`src/rtl/calendar_counter.sv`:
```
// calendar_counter -- day/month/year calendar stage driven by a day-rollover input.
//
// Advances the date once per rising edge of newDay, which may be a single-cycle pulse
// or a level. A load request writes a new date after validating it against the
// days-in-month table; a rejected load leaves the date alone and pulses loadErr.
//
// Ports:
//   clk        in   1  system clock, rising edge
//   rst        in   1  synchronous active-high reset
//   newDay     in   1  day-rollover indication (pulse or level)
//   load       in   1  single-cycle request to write a new date
//   loadDay    in   5  date to load, 1..31
//   loadMonth  in   4  month to load, 1..12
//   loadYear   in   7  year offset from 2000 to load, 0..127
//   day        out  5  current day, 1..31
//   month      out  4  current month, 1..12
//   year       out  7  current year offset, 0..127
//   newMonth   out  1  one-cycle pulse when the month advances
//   newYear    out  1  one-cycle pulse when the year advances
//   loadErr    out  1  one-cycle pulse when a load request is rejected
//
// Configuration:
//   CALENDAR_LEAP_YEAR_EN  when defined, February has 29 days in years with
//                          year[1:0] == 0 (2000 counts as leap); otherwise February
//                          always has 28 days.

module calendar_counter (
  input  logic       clk,
  input  logic       rst,
  input  logic       newDay,
  input  logic       load,
  input  logic [4:0] loadDay,
  input  logic [3:0] loadMonth,
  input  logic [6:0] loadYear,
  output logic [4:0] day,
  output logic [3:0] month,
  output logic [6:0] year,
  output logic       newMonth,
  output logic       newYear,
  output logic       loadErr
);

  // Days in month; returns 0 for an out-of-range month so that any load with
  // such a month fails the day-range check as well.
  function automatic logic [4:0] dim_of(input logic [3:0] m, input logic leap);
    logic [4:0] d;
    case (m)
      4'd1, 4'd3, 4'd5, 4'd7, 4'd8, 4'd10, 4'd12: d = 5'd31;
      4'd4, 4'd6, 4'd9, 4'd11:                    d = 5'd30;
      4'd2:                                       d = leap ? 5'd29 : 5'd28;
      default:                                    d = 5'd0;
    endcase
    return d;
  endfunction

  logic       newday_q;
  logic       advance;
  logic       cur_leap;
  logic       load_leap;
  logic [4:0] cur_dim;
  logic [4:0] load_dim;
  logic       load_ok;

`ifdef CALENDAR_LEAP_YEAR_EN
  assign cur_leap  = (year[1:0] == 2'd0);
  assign load_leap = (loadYear[1:0] == 2'd0);
`else
  assign cur_leap  = 1'b0;
  assign load_leap = 1'b0;
`endif

  // Rising edge of newDay; a level held high produces a single advance.
  assign advance = newDay & ~newday_q;

  always_comb begin
    cur_dim  = dim_of(month, cur_leap);
    load_dim = dim_of(loadMonth, load_leap);
    load_ok  = (loadDay != 5'd0) && (load_dim != 5'd0) && (loadDay <= load_dim);
  end

  always_ff @(posedge clk) begin
    if (rst) begin
      // newday_q resets high so a newDay level held through reset does not advance.
      newday_q <= 1'b1;
      day      <= 5'd1;
      month    <= 4'd1;
      year     <= 7'd0;
      newMonth <= 1'b0;
      newYear  <= 1'b0;
      loadErr  <= 1'b0;
    end else begin
      newday_q <= newDay;
      newMonth <= 1'b0;
      newYear  <= 1'b0;
      loadErr  <= 1'b0;
      // Load wins over a coincident advance, which is dropped even if the load fails.
      if (load) begin
        if (load_ok) begin
          day   <= loadDay;
          month <= loadMonth;
          year  <= loadYear;
        end else begin
          loadErr <= 1'b1;
        end
      end else if (advance) begin
        if (day < cur_dim) begin
          day <= day + 5'd1;
        end else begin
          day      <= 5'd1;
          newMonth <= 1'b1;
          if (month == 4'd12) begin
            month   <= 4'd1;
            year    <= year + 7'd1;  // 127 wraps to 0
            newYear <= 1'b1;
          end else begin
            month <= month + 4'd1;
          end
        end
      end
    end
  end

endmodule

```
`config.mk`:
```
export PLATFORM = sky130hd
export DESIGN_NAME = calendar_counter
export DESIGN_NICKNAME = d
export VERILOG_FILES = /design/src/rtl/calendar_counter.sv
export SDC_FILE = /design/constraint.sdc
export NUM_CORES = 1
export LEC_CHECK = 0
export BUFFER_PORTS_ARGS = -buffer_cell sky130_fd_sc_hd__buf_2
export CAP_MARGIN = 20
export CORE_ASPECT_RATIO = 0.8
export CORE_MARGIN = 2
export CORE_UTILIZATION = 52
export CTS_CLUSTER_SIZE = 28
export DETAILED_ROUTE_END_ITERATION = 8
export PLACE_DENSITY = 0.87
export SLEW_MARGIN = 20
export SYNTH_ARGS = -nofsm -noshare
export SYNTH_HDL_FRONTEND = slang
export SYNTH_SLANG_ARGS = --single-unit
```
`constraint.sdc`:
```
create_clock -name clk -period 3.6 [get_ports clk]
set_input_delay 0.36 -clock clk [delete_from_list [all_inputs] [get_ports clk]]
set_output_delay 0.36 -clock clk [all_outputs]
set_load 0.005 [all_outputs]
```
## Word level (Yosys, flattened, before mapping)

Index checks and enable logic that the tools add are counted.
Widths: inputs -> output; s select.

- Reduce and logical (&&, ||, !) cells: 16
- Order comparisons: 2
- Muxes and demuxes: 19
- Equal/unequal tests: 26
- Bitwise gates (word level): 4
- Add/subtract/negate cells: 3

Operators by type and width:

| operator | count |
|---|---|
| $eq 4x4->1 const B | 10 |
| $mux 7 | 5 |
| $eq 4x3->1 const B | 8 |
| $pmux 5 s3 | 2 |
| $mux 4 | 5 |
| $mux 5 | 4 |
| $eq 4x2->1 const B | 4 |
| $reduce_or 7->1 | 2 |
| $reduce_or 4->1 | 3 |
| $reduce_bool 5->1 | 2 |
| $eq 4x1->1 const B | 2 |
| $add 7x1->7 const B | 1 |
| $add 5x1->5 const B | 1 |
| $le 5x5->1 | 1 |
| $lt 5x5->1 | 1 |
| $add 4x1->4 const B | 1 |
| $reduce_and 4->1 | 1 |
| $reduce_bool 2->1 | 2 |
| $mux 1 | 3 |
| $not 1->1 | 3 |
| $reduce_and 3->1 | 1 |
| $reduce_or 3->1 | 1 |
| $logic_and 1x1->1 | 2 |
| $ne 2x1->1 const B | 1 |
| 4 further kinds | 4 |

- Word-level logic and storage cells: 77
- Output and inout bits: 19
- Input bits: 20
- Register bits after elaboration: 20

## Logic depth before layout (Yosys ltp)

Gate-level depths: netlist of the first run.

- Depth after elaboration: 8
- Gate-level depth with buffers: 13
- Gate-level depth less buffers: 13

## Least setup slack after synthesis of the first run

OpenSTA, ideal clock, no wires.

- Kind: flip-flop to flip-flop
- Start point: register month[0]
- End point: register day[0]
- Setup time: 120 ps
- Data required time: 3480 ps
- Clock period less this slack: 3011 ps
- Arrival time: 2891 ps
- Setup slack: 589 ps
- Stages on the path, launching flop included: 14
- Path through: dfxtp_1 > inv_1 > ha_1 > nor3_1 > a21oi_1 > o21ai_0 > a21boi_0 > ha_1 > and3_1 > a221oi_1 > o21ai_2 > nor2_2 > a222oi_1 > a211o_1

- Cells in the longest elaborated chain, start to end: 7
- Elaborated cells between the ends (all ways): 19
- Those cells by class: order compare (1); eq/ne (12); mux (4); reduce/logical (2)

Ends and longest elaborated chain:

| what | line | RTL |
|---|---|---|
| from (decl) | 36 | `output logic [3:0] month,` |
| from (signal assigned) | 100 | `month <= loadMonth;` |
| from (signal assigned) | 116 | `month <= month + 4'd1;` |
| $eq 4x4->1, or another cell as far along | 47 | `case (m)` |
| $reduce_or 7->1 / $reduce_or 4->1 (equally long branches) | 47 |  |
| $pmux 5 s3 * | 47 |  |
| $lt 5x5->1 * | 106 | `if (day < cur_dim) begin` |
| $mux 5 * | 106 |  |
| $mux 5 * | 105 | `end else if (advance) begin` |
| $mux 5 * | 97 | `if (load) begin` |
| to (signal assigned) | 99 | `day <= loadDay;` |
| to (signal assigned) | 107 | `day <= day + 5'd1;` |
| to (decl) | 35 | `output logic [4:0] day,` |

Mark *: on every way between the ends. The rest lies on a longest branch, timed or not. The select of a mux whose other input is x is not followed.
A chain may end at the register's enable or synchronous reset.

## Worst setup path after layout of the first run

- Start point: register month[0]
- End point: register month[2]

- Cells in the longest elaborated chain, start to end: 6
- Elaborated cells between the ends (all ways): 23
- Those cells by class: add/sub (1); order compare (1); eq/ne (13); mux (5); reduce/logical (3)

Ends and longest elaborated chain:

| what | line |
|---|---|
| $eq 4x4->1, or another cell as far along | 47, 111 |
| $reduce_or 7->1 / $reduce_or 4->1 (equally long branches) | 47 |
| $pmux 5 s3 | 47 |
| $lt 5x5->1 | 106 |
| $ne 2x2->1 (no line) | n/a |
| $reduce_and 3->1 (no line) | n/a |

Several ways; a longest one is shown, not always the timed one. The select of a mux whose other input is x is not followed.

==> results of run 1 <==
-- power breakdown --
group / internal [mW] / switching (mW) / leakage (nW) / total [mW]
Combinational: 0.0944 / 0.124 / 0.631 / 0.218
Sequential: 0.239 / 0.0231 / 0.164 / 0.262
Clock: 0.113 / 0.0744 / 0.0279 / 0.187
-- layout make-up --
class | instances | share of cell area, %
clock buffers | 3 | 1.30
well taps | 38 | 2.74
clock inverters | 1 | 1.73
multi-input cells | 145 | 58.3
flip-flops and latches | 20 | 23.1
inverters | 9 | 1.95
repair buffers | 38 | 11.0
-- cell usage in the layout (no fill, tap or decap), types with 2 or more instances in the layout --
cell	Yosys	routed
a21oi_1	13	13
a222oi_1	2	2
a22oi_1	6	6
a32o_1	2	2
and3_1	6	6
buf_2	1	38
clkbuf_4	0	3
dfxtp_1	20	20
ha_1	15	15
inv_1	8	8
nand2_1	14	14
nand3_1	9	9
nor2_1	16	16
nor2_2	3	3
nor2b_1	2	2
nor3_1	11	11
o211ai_2	2	2
o21ai_0	5	4
o31ai_1	4	4
o32ai_1	6	6
or2_4	2	2
xnor2_1	2	2
-- per-layer routing --
metal,vias to the layer above,GRT usage (%)
met3,6,5.19
met2,40,37.0
li1,756,-
met5,-,0
met1,685,32.6
met4,0,7.25
-- cells in the mapped netlist (2+ instances only) --
library cell   n  area [um2]
nor2_1        16        60.1
nor3_1        11        55.1
o31ai_1        4        30.0
xnor2_1        2        17.5
a21oi_1       13        65.1
o211ai_2       2        25.0
a32o_1         2        20.0
nand3_1        9        45.0
inv_1          8        30.0
nor2_2         3        18.8
or2_4          2        17.5
a222oi_1       2        20.0
a22oi_1        6        45.0
nand2_1       14        52.6
nor2b_1        2        12.5
ha_1          15         188
and3_1         6        37.5
o32ai_1        6        52.6
clkbuf_1       6        22.5
o21ai_0        5        25.0
a221oi_1       2        17.5
dfxtp_1       20         400
-- worst paths after layout --
kind                  from  endpoint  slack, ps
hold reg to reg    year[6]   year[6]        480
hold / removal      newDay  newday_q        270
setup reg to reg  month[0]  month[2]        390
setup / recovery  month[0]  month[2]        390
-- worst max-delay path, delay by kind of cell, from the launching register on --
kind                     cells  cell delay, ps
AO/OA/AOI/OAI                8            1700
adder cells (fa/ha/maj)      2             430
buffers and inverters        1             110
flip-flops                   1             440
AND/OR/NAND/NOR              2             420
-- sequential cells by signal (all words and copies together) (netlist names) --
signal,cells
newYear,1
month,4
newMonth,1
loadErr,1
year,7
day,5
newday_q,1
-- logic make-up after synthesis --
group                      after synthesis
AOI/OAI and AO/OA                       55
xor gates and xnor gates                 2
adders and majority gates               15
buffers and inverters                   17
DFF                                     20
muxes                                    1
and+or+nand+nor                         72
==> reports/metrics.yaml, run 1 <==
global_route:
  grt_pass1_vias: 1289
  antenna_found_initial: 0
  grtUsageTotal_pct: 23.6
  grt_overflow_total: 0
  grt_pass1_wl_um: 6020
  grt_max_degree: 32
placed_design:
  place_ws_ps: 204
  port-buffer-count: 38
  dp_cells: 250
  post_dp_cell_area_um2: 1670
  gp_congestion: 0.867
  dp_hpwl_um: 2700
detailed_routing:
  wl_met3_um: 180
  vias_per_cell: 5.85
  wl_per_cell_um: 14.2
  drtIter0Drc: 126
  wirelength_um: 3620
  drc: 0
  met1_length_um: 1720
  ant_nets: 0
  via_count: 1487
  firstDrtPassIters: 4
  top_layer: "met4"
  wl_met2_um: 1650
synthesis:
  synth-main-ff-cell: "dfxtp_1"
  seq_area_frac_synth_pct: 27.3
  synth_xor_area_share_pct: 1.19
  synth-simple-area-share_pct: 25.1
  muxShareOfSynthArea_pct: 0.682
  synth-adder-area-share_pct: 12.8
  synth_top_family_by_area: "compound AO/OA/AOI/OAI gates"
  synth_nets: 217
  synth_compound_area_share_pct: 28.0
  syn_area_um2: 1470
  async_flop_share_pct: 0
  synth_cell_type_count: 48
  synth_edf_count: 0
  synth_warnings: 0
  synth_cells: 182
  synth.avg_cell_area_um2: 8.06
  ys_seq_elements: 20
die:
  core_area_um2: 2720
  rows: 17
  dieWidth_um: 63.4
  die-area_um2: 3270
  die_h_um: 51.5
  ios: 39
  start_util_pct: 53.9
clock_tree:
  post_cts_resize_count: 0
  holdBufCountCts: 0
  cts_buffers: 3
  cts_buffer_depth: 2
  cts_setup_buffers: 0
  cts_tree: "yes"
  clock-sinks: 20
  worstSkewPairLatency_ps: 310
  cts_htree_levels: 1
  clk_pin_slew_ps: 120
  root_buffer: "clkbuf_4"
power:
  total_power_mw: 0.667
  p_leak_nw: 0.823
  power_density_nw_per_um2: 384
  ir_drop_uv: 284
layout:
  regArea_um2: 400
  fillers: 255
  fin_util_pct: 63.8
  layout.nets: 252
  n_antenna_cell: 0
  final_cells: 254
  area_delta_synth_final_pct: 18.3
  final_cell_area_um2: 1740
  multi_input_area_um2: 1010
  final_layout_size_suffix_gt1_share_pct: 26.4
worst_setup_path:
  crit_type: "flip-flop to flip-flop"
  crit_fanout: 8
  slowest_delay_ps: 440
  critical_path.endpoint_type: "flip-flop"
  cp.required_ps: 3820
  r2r_cells: 13
  critical_path.most_common_cell: "ha_1"
  worstSetupStartpointType: "flip-flop"
  slowest_stage: "dfxtp_1"
  crit_chain: "inv_1, ha_1, nor3_1, a21oi_1, o21ai_1, a21boi_2, ha_1, and3_1, o311ai_0, o21a_1, o22ai_4, o31ai_1, a32o_1"
  cp.arrival_ps: 3420
sta:
  setup_slack_ps: 394
  period_share_pct: 89.1
  max_slew_margin_pct: 62.2
  tns_ps: 0
  skew_ps: 4.12
  rsz0062_at_grt: "false"
  worst_slew_pin_slew_ps: 560
  drv_slew: 0
  finalSetupViolCount: 0
  fmax_mhz: 312
  period_needed_ps: 3210
  hold_viol: 0
  hold_ws_ps: 266
status:
  status: "completed"
job:
  max-cap-violations: 0
min_path:
  holdPathStages: 2
  hold_class: "input pin to flip-flop"
(Power assumes the default switching activity.)
==> inputs of run 2 (changes only) <==
==> constraint.sdc (replaced) <==
create_clock -name clk -period 3.6 [get_ports clk]
set_input_delay 0.72 -clock clk [delete_from_list [all_inputs] [get_ports clk]]
set_output_delay 0.72 -clock clk [all_outputs]
set_load 0.005 [all_outputs]
==> run 2 against run 1 <==
Effect of this change: core utilization down 0.28 points; total power up 0.13%; maximum frequency down 1.5%; highest routed layer unchanged; critical path type unchanged; largest cell class unchanged; clock skew up 1.8 ps.
==> reports/metrics.yaml, run 2 (synthesis results as in run 1) <==
power:
  p_sw_mw: 0.224  # +1.1%
  ir_drop_uv: 265  # -6.4%
  power_density_nw_per_um2: 386  # +0.57%
  p_int_mw: 0.444  # -0.36%
  p_leak_nw: 0.822  # -0.17%
  p_comb_share_pct: 32.0  # -0.7 points
  swShare_pct: 33.5  # +0.33 points
  p_seq_share_pct: 39.5  # +0.2 points
  power_frac_clock_pct: 28.5  # +0.5 points
die:
  core_area_um2: 2720  # unchanged
  start_util_pct: 53.9  # unchanged
  dieWidth_um: 63.4  # unchanged
  ios: 39  # unchanged
  die-area_um2: 3270  # unchanged
  die_h_um: 51.5  # unchanged
  rows: 17  # unchanged
sta:
  tns_ps: 0  # unchanged
  period_needed_ps: 3250  # +47.3 ps
  worst_slew_pin_slew_ps: 536  # -23.7 ps
  finalSetupViolCount: 0  # unchanged
  rsz0062_at_grt: "false"
  max_slew_margin_pct: 63.8  # +1.6 points
  drv_slew: 0  # unchanged
  skew_ps: 5.96  # +1.84 ps
  hold_viol: 0  # unchanged
  fmax_mhz: 307  # -1.5%
  period_share_pct: 90.4  # +1.3 points
layout:
  final_cell_mix: "buf_2, dfxtp_1, nor2_1"
  final_layout_size_suffix_gt1_share_pct: 26.4  # unchanged
  largest_reg_flops: 7  # unchanged
  final_common_cell: "buf_2"
  area_delta_synth_final_pct: 17.8
  final_cell_area_um2: 1730  # -0.43%
  fin_util_pct: 63.5  # -0.28 points
  layout.nets: 252  # unchanged
  n_antenna_cell: 0  # unchanged
  regMostFlops: "year"
  top_regs: "year (7), day (5), month (4)"
clock_tree:
  root_buffer: "clkbuf_4"
  worstSkewPairLatency_ps: 320  # about the same
  holdBufCountCts: 0  # unchanged
  clock-sinks: 20  # unchanged
  clk_pin_slew_ps: 120  # about the same
  cts_htree_levels: 1  # unchanged
  cts_tree: "yes"
  cts_buffers: 3  # unchanged
  cts_buffer_depth: 2  # unchanged
global_route:
  grt_max_degree: 32  # unchanged
  met3_usage_pct: 5.41  # +0.22 points
  use_met1_pct: 32.5  # -0.084 points
  top_usage_layer: "met2"
  antenna_found_initial: 0  # unchanged
  use_met2_pct: 39.8  # +2.8 points
  grt_pass1_vias: 1344  # +4.3%
  grtUsageTotal_pct: 25.0  # +1.4 points
  grt_overflow_total: 0  # unchanged
  grt_pass1_wl_um: 6330  # +5.2%
worst_setup_path:
  reg2reg_to: "month[2]"
  rr_startpoint: "month[0]"
  r2r_cells: 13  # unchanged
  cp.arrival_ps: 3470  # +50 ps
  cp.required_ps: 3820  # about the same
  crit_fanout: 8  # unchanged
  timing.reg2reg.setup_slack_ps: 350  # -50 ps
  worstSetupStartpointType: "flip-flop"
  crit_type: "flip-flop to flip-flop"
  critical_path.endpoint_type: "flip-flop"
job:
  max-cap-violations: 0  # unchanged
min_path:
  holdPathStages: 2  # unchanged
  hold_class: "flip-flop to flip-flop"
  min_to: "year[6]"
  hp-start: "year[6]"
detailed_routing:
  drtIter0Drc: 83  # -34%
  wl_per_cell_um: 15.2  # +6.8%
  vias_per_cell: 6.18  # +5.5%
  drc: 0  # unchanged
  ant_nets: 0  # unchanged
  via_count: 1569  # +5.5%
  firstDrtPassIters: 6  # +2
  wirelength_um: 3860  # +6.8%
status:
  status: "completed"
placed_design:
  post_dp_cell_area_um2: 1670  # unchanged
  gp_congestion: 0.828  # -4.4%
  port-buffer-count: 38  # unchanged
  dp_hpwl_um: 2820  # +4.7%
## run 2: cell counts in the layout (fill, tap and decap cells not counted)
Identical to the previous run, type by type.
## run 2: layout make-up
cell class | instances | area [um2]
multi-input cells | 145 | 1000
flip-flops and latches | 20 | 400
clock inverters | 1 | 30.0
well taps | 38 | 47.5
fillers | 274 | 993
clock buffers | 3 | 22.5
repair buffers | 38 | 190
inverters | 9 | 33.8
## run 2: what timing repair did
item	4_1_cts	5_1_grt
gates resized for setup	0	3
setup endpoints to repair	0	12
setup buffers	0	0
## run 2: worst max path at each step
stage / start / end / slack [ps] / cells after the start
2_1_floorplan: month[0] / day[0] / 590 / 13
3_3_place_gp: month[0] / day[0] / 290 / 13
3_5_place_dp: month[0] / day[0] / 160 / 13
4_1_cts: month[0] / day[0] / 150 / 13
5_1_grt: month[0] / year[0] / 110 / 13
6_report: month[0] / month[2] / 350 / 13
## run 2: worst max-delay path, cell delays in order, from the launching register on
cell and delay, ps:
dfxtp_1 470, inv_1 120, ha_1 250, nor3_1 190, a21oi_1 60, o21ai_0 220
a21boi_2 250, ha_1 180, and3_1 200, o311ai_0 200, o21a_1 260, o22ai_2 330
o31ai_1 150, a32o_1 280
## run 2: power by group through the flow
stage | sequential, mW | clock, mW | combinational (mW)
finish | 0.264 | 0.190 | 0.214
global route | 0.266 | 0.204 | 0.239
CTS | 0.263 | 0.193 | 0.206
detailed placement | 0.268 | 0 | 0.204
global placement | 0.267 | 0 | 0.197
floorplan | 0.264 | 0 | 0.143
## run 2: through the flow
| step | worst slack [ps] | hold slack, ps | cells | total power, mW |
|---|---|---|---|---|
| after floorplan | 589 | 469 | 182 | 0.406 |
| after global placement | 295 | 472 | 250 | 0.464 |
| after detailed placement | 164 | 493 | 250 | 0.472 |
| after CTS | 149 | 510 | 254 | 0.662 |
| after global routing | 112 | 530 | 254 | 0.708 |
| final | 347 | 511 | 254 | 0.668 |
## run 2: metal layers
layer  vias up  routed length, um  part of all wire (%)
met2        79               1720                    45
met1       716               1730                    45
met3        15                308                   8.0
li1        759                  -                     -
met4         0                102                   2.6
met5         -                  0                     0
